**src/rtl/tstate_seq_pkg.sv**
```systemverilog
// Shared definitions for the T-state sequencer: FSM encodings, default
// geometry reused by the control unit, and a parameter legality helper.
package tstate_seq_pkg;

   typedef enum logic {
      TS_RUN  = 1'b0,
      TS_HALT = 1'b1
   } ts_state_e;

   localparam int TS_WIDTH_DEF = 3;
   localparam int TS_LAST_DEF  = 7;

   // LAST must name a reachable, non-zero T-state for the given width.
   function automatic bit ts_last_legal(input int width, input int last);
      return (last >= 1) && (last <= (1 << width) - 1);
   endfunction

endpackage

```
**src/rtl/tstate_decode.sv**
```systemverilog
// Binary-to-one-hot decoder. Also used by the microcode ROM address logic,
// so it carries no sequencer-specific knowledge.
module tstate_decode #(
   parameter int WIDTH = 3,
   parameter int N     = 8
) (
   input  logic [WIDTH-1:0] bin,
   output logic [N-1:0]     onehot
);

   for (genvar i = 0; i < N; i++) begin : g_bit
      assign onehot[i] = (bin == WIDTH'(i));
   end

endmodule

```
**src/rtl/tstate_seq.sv**
```systemverilog
// Parametrised T-state sequencer. T advances on the falling edge so control
// decode settles before the rising edge that latches the datapath. Supports
// wait-state stall, microcode early end (tclr) and halt/run at instruction
// boundaries only.
module tstate_seq
   import tstate_seq_pkg::*;
#(
   parameter int WIDTH = TS_WIDTH_DEF,
   parameter int LAST  = TS_LAST_DEF
) (
   input  logic             clk,
   input  logic             reset,
   input  logic             stall,
   input  logic             tclr,
   input  logic             halt_req,
   input  logic             run,
   output logic [WIDTH-1:0] T,
   output logic [LAST:0]    T_onehot,
   output logic             t_last,
   output logic             instr_done,
   output logic             halted
);

   if (!ts_last_legal(WIDTH, LAST)) begin : g_bad_last
      $error("tstate_seq: LAST must satisfy 1 <= LAST <= 2**WIDTH-1");
   end

   localparam logic [WIDTH-1:0] LAST_T = WIDTH'(LAST);
   localparam logic [WIDTH-1:0] ONE_T  = WIDTH'(1);

   ts_state_e        state_q, state_d;
   logic [WIDTH-1:0] t_q, t_d;
   logic             instr_done_q, instr_done_d;
   logic             boundary;

   // An instruction ends either at the configured last step or on request.
   assign boundary = (t_q == LAST_T) || tclr;

   // State, T and completion-pulse registers; falling-edge, async clear.
   always_ff @(negedge clk or negedge reset) begin
      if (!reset) begin
         state_q      <= TS_RUN;
         t_q          <= '0;
         instr_done_q <= 1'b0;
      end else begin
         state_q      <= state_d;
         t_q          <= t_d;
         instr_done_q <= instr_done_d;
      end
   end

   // Next FSM state: halt only at an unstalled boundary, resume on run
   // unless halt is still being requested.
   always_comb begin
      state_d = state_q;
      case (state_q)
         TS_RUN: begin
            if (!stall && boundary && halt_req) state_d = TS_HALT;
         end
         TS_HALT: begin
            if (run && !halt_req) state_d = TS_RUN;
         end
         default: state_d = TS_RUN;
      endcase
   end

   // Next T and completion pulse; HALTED pins T at 0 and leaves the pulse low.
   always_comb begin
      t_d          = t_q;
      instr_done_d = 1'b0;
      case (state_q)
         TS_RUN: begin
            if (stall) begin
               t_d = t_q;
            end else if (boundary) begin
               t_d          = '0;
               instr_done_d = 1'b1;
            end else begin
               t_d = t_q + ONE_T;
            end
         end
         default: t_d = '0;
      endcase
   end

   tstate_decode #(
      .WIDTH (WIDTH),
      .N     (LAST + 1)
   ) u_decode (
      .bin    (t_q),
      .onehot (T_onehot)
   );

   assign T          = t_q;
   assign t_last     = (t_q == LAST_T) || (tclr && !stall);
   assign instr_done = instr_done_q;
   assign halted     = (state_q == TS_HALT);

endmodule

```
**config.mk**
```make
export PLATFORM = sky130hd
export DESIGN_NAME = tstate_seq
export DESIGN_NICKNAME = d
export VERILOG_FILES = /design/src/rtl/tstate_seq_pkg.sv /design/src/rtl/tstate_decode.sv /design/src/rtl/tstate_seq.sv
export SDC_FILE = /design/constraint.sdc
export NUM_CORES = 1
export LEC_CHECK = 0
export BUFFER_PORTS_ARGS = -buffer_cell sky130_fd_sc_hd__buf_2
export CORE_AREA = 3 3 40 42
export CTS_BUF_LIST = sky130_fd_sc_hd__clkbuf_4 sky130_fd_sc_hd__clkbuf_8 sky130_fd_sc_hd__clkbuf_16
export DETAILED_ROUTE_END_ITERATION = 16
export DIE_AREA = 0 0 43 45
export GPL_TIMING_DRIVEN = 0
export SLEW_MARGIN = 0
export SYNTH_ARGS = -nofsm -noshare
export SYNTH_HDL_FRONTEND = slang
export SYNTH_SLANG_ARGS = --single-unit
```
**constraint.sdc**
```tcl
create_clock -name clk -period 1.7 [get_ports clk]
set_input_delay 0.085 -clock clk [delete_from_list [all_inputs] [get_ports clk]]
set_output_delay 0.085 -clock clk [all_outputs]
set_load 0.01 [all_outputs]
```
# --- After elaboration in Yosys (flattened, before gate mapping) ---
# Cells that the tools add are included.
# Widths: inputs -> output; s select.
word_totals:
  regBits: 5
  input_bits: 6
  output_inout_bits: 14
op_classes:
  add_sub_neg: 1
  eq_ne: 8
  muxes: 9
  bitwise: 1
  n_reduce_logical: 9
ops:
  columns: ["cell", "n"]
  rows:
  - ["$eq 3x3->1 const B", 4]
  - ["$mux 3", 3]
  - ["$eq 3x2->1 const B", 2]
  - ["$mux 1", 5]
  - ["$logic_and 1x1->1", 4]
  - ["$add 3x1->3 const B", 1]
  - ["$eq 3x1->1 const B", 1]
  - ["$logic_not 3->1", 1]
  - ["$logic_not 1->1", 2]
  - ["$logic_or 1x1->1", 2]
  - ["$ne 2x1->1 const B", 1]
  - ["$pmux 1 s2", 1]
  - ["$not 1->1", 1]

# --- Logic depth before layout (Yosys ltp) ---
logic_depth:
  ltp_word: 6
  ltp_mapped: 4
  mapped_depth_nobuf: 4

# --- Hierarchy ---
# Synthesis repeated with hierarchy kept, for this count alone.
hier_totals:
  cells_unflattened: 30
  hier_area_um2: 312.8
modules_own_cells:
  columns: ["mod", "n_inst", "cells_per_inst", "area_each_um2"]
  rows:
  - ["tstate_seq", 1, 22, 247.7]
  - ["tstate_decode", 1, 8, 65.1]

==> results by group <==
Power
  • Peak supply drop: 234.7 uV
  • NetSw: 121.6 uW
  • P_int: 315.5 uW
  • Leak: 0.0003551 uW
  • Sw Ratio: 0.2782
  • PwrDens: 619.5 nW/um^2
  • Combinational share of power: 0.327
  • Total power: 437.1 uW
  • Share of power burned in the clock network: 0.353
  • Sequential power share: 0.320

Layout
  • Layout fillers: 113
  • Footprint of the multi-input gates: 295.3 sq um
  • Antenna cell count: 0
  • Fin nets: 81
  • Cell area after layout: 705.7 sq um
  • Register area: 125.1 sq um
  • Post-layout util: 0.5492
  • Share of layout cells above drive strength 1: 0.6618
  • Area Growth Syn to Fin: 105.8%

STA
  • Setup-failing EPs final: 13
  • PnR worst setup slack: -0.5430 ns
  • Fin. max-slew vios: 0
  • Worst-margin pin slew: 0.2152 ns
  • Layout Skew: 0.002909 ns
  • WHS: 0.3671 ns
  • Hold Vio Cnt, Final: 0
  • Setup TNS: -5.309 ns
  • Worst slew margin: 0.8566
  • Unrepaired setup endpoints after global routing: yes

Synth
  • Top post-synthesis cells by area: dfrtn_1, ha_1, nor2b_1
  • Mapped Nets: 48
  • Syn Inst Count: 36
  • Syn Area/Cell: 9.523 sq um
  • Seq cells post-synth: 5
  • Most numerous cell in the Yosys netlist: ha_1
  • Synthesized area: 342.8 sq um
  • Top FF cell, synth: dfrtn_1
  • EDFF count, synth: 0
  • Ys async rst share: 1.000
  • Synth cell types: 13
  • Yosys warnings: 0
  • Top cells by count, synth: ha_1, dfrtn_1, inv_1
  • Most area-hungry cell type in the Yosys netlist: dfrtn_1
  • Sequential share of the synthesized area: 0.3650
  • Area share of the largest cell type after synthesis: 0.3650

Setup path
  • Worst setup endpoint: t_last
  • Data arrival time of the worst path: 2.16 ns
  • Critical path type: flop to output port
  • Critical Path Start Type: flop
  • CP Max Fanout: 4
  • Critical path data required time: 1.62 ns
  • Crit path from: T[0]$_DFFE_NN0P_
  • Register-to-Register Path Depth: 5
  • Reg2reg end: T[1]$_DFFE_NN0P_
  • Crit end category: output port
  • Worst-case register-to-register setup slack: 0.15 ns
  • R2R Path Start: T[0]$_DFFE_NN0P_

Global route
  • Global-route usage over all layers: 0.09548
  • Vias in the first global route: 356
  • Total grt overflow: 0
  • First-pass GRT wire length: 1352 um
  • Largest net degree at the start of global routing: 9
  • Antenna violations before repair: 0

Drt
  • Routed WL per cell: 10.60 um
  • Vias per cell: 4.446
  • DRT Pass-1 Iters: 2
  • Post-Route WL: 880 um
  • Vias post-DR: 369
  • Iter 0 DRT Violations: 3
  • Drc violations: 0
  • Antenna-violating nets left: 0

Job
  • Max cap viols: 0

Clocking
  • CTS tree: built
  • Htree depth: 1
  • Clock transition at path regs: 0.04 ns
  • # hold bufs at CTS: 0
  • # clock sinks: 5
  • CTS Root Cell: clkbuf_4
  • Number of buffers created by CTS: 3
  • Clock Path Buffers: 2
  • Worst skew pair latency: 0.25 ns

Placement
  • Post-DP HPWL: 556.6 um
  • Number of buffers added on ports: 19
  • Placer Congestion: 0.6983
  • Area post-placement: 490.5 sq um

Floorplanning
  • Chip Width: 43 um
  • Starting Density: 0.2668
  • Core Region: 1285 sq um
  • Row count: 13
  • Die H: 45 um
  • # IOs: 20
  • Die ar.: 1935 sq um

Run status
  • Failing checks: negative setup slack
  • Status: complete, but fails checks

Min path
  • Tightest Hold Check Type: input port to async pin
[worst min-delay path by stage]
| stage | end | slack [ns] |
|---|---|---|
| after floorplan | t_last | 0.27 |
| after global placement | instr_done$_DFF_NN0_ | 0.45 |
| after detailed placement | instr_done$_DFF_NN0_ | 0.45 |
| after CTS | T[0]$_DFFE_NN0P_ | 0.36 |
| after global routing | T[0]$_DFFE_NN0P_ | 0.37 |
| final | T[0]$_DFFE_NN0P_ | 0.37 |
[cells in the final DEF, fill, tap and decap left out]
| master | netlist | final |
|---|---|---|
| a21o_4 | 0 | 1 |
| a21oi_1 | 3 | 3 |
| a2bb2oi_1 | 1 | 1 |
| and2_4 | 0 | 3 |
| buf_2 | 0 | 12 |
| buf_4 | 0 | 6 |
| buf_6 | 0 | 10 |
| clkbuf_4 | 0 | 4 |
| dfrtn_1 | 5 | 5 |
| ha_4 | 0 | 6 |
| inv_1 | 5 | 3 |
| inv_2 | 0 | 2 |
| nand2_1 | 3 | 3 |
| nor2_1 | 1 | 1 |
| nor2b_1 | 4 | 3 |
| nor2b_4 | 0 | 1 |
| o21bai_1 | 1 | 1 |
| or4_1 | 2 | 2 |
| or4b_1 | 1 | 1 |
[worst max-delay path, stage by stage, from the launching register on]
cell and delay (ns):
dfrtn_1 0.40, ha_4 0.20, ha_4 0.16, a21o_4 0.17, buf_6 0.11
[metrics by stage]
step	setup WS (ns)	cells
3_5_place_dp	-0.3425	70
4_1_cts	-0.5288	81
2_1_floorplan	-0.2313	36
5_1_grt	-0.5819	83
3_3_place_gp	-0.3376	70
6_report	-0.5430	83
[area by class of cell]
cell class | count | area share
multi-input combinational | 26 | 0.4184
timing repair buffer | 28 | 0.3085
sequential | 5 | 0.1773
clock buffer | 4 | 0.04255
inverter | 5 | 0.02660
tap | 15 | 0.02660
[cell families after synthesis]
kind of cell             after synthesis  synth area share
AO/OA/AOI/OAI                          6            0.1168
adder cells (fa/ha/maj)                6            0.2190
buffers and inverters                  5           0.05475
flip-flops                             5            0.3650
AND/OR/NAND/NOR                       14            0.2445
[per-layer routing]
metal / vias up / track usage / part of all wire
met5: - / 0 / 0
met4: 0 / 0.09036 / 0.018
met3: 2 / 0.003984 / 0.052
met2: 14 / 0.1737 / 0.54
met1: 168 / 0.09804 / 0.38
li1: 185 / - / -
[flip-flops by register name, summed over array words and instances, names as in the netlist]
| name | cells |
|---|---|
| T | 3 |
| halted | 1 |
| instr_done | 1 |
[power groups by stage]
stage               clock (uW)  sequential (uW)  combinational [uW]
finish                     154              140                 143
global route               163              141                 158
CTS                        160              138                 112
detailed placement           0              144                80.6
global placement             0              144                79.8
floorplan                    0              146                41.4
[repair_timing]
| action | CTS | global route |
|---|---|---|
| resized for setup | 9 | 11 |
| setup buffers | 7 | 2 |
| setup endpoints to repair | 13 | 14 |
| pin swaps | 1 | 2 |
Power figures use the tool's default switching activity.
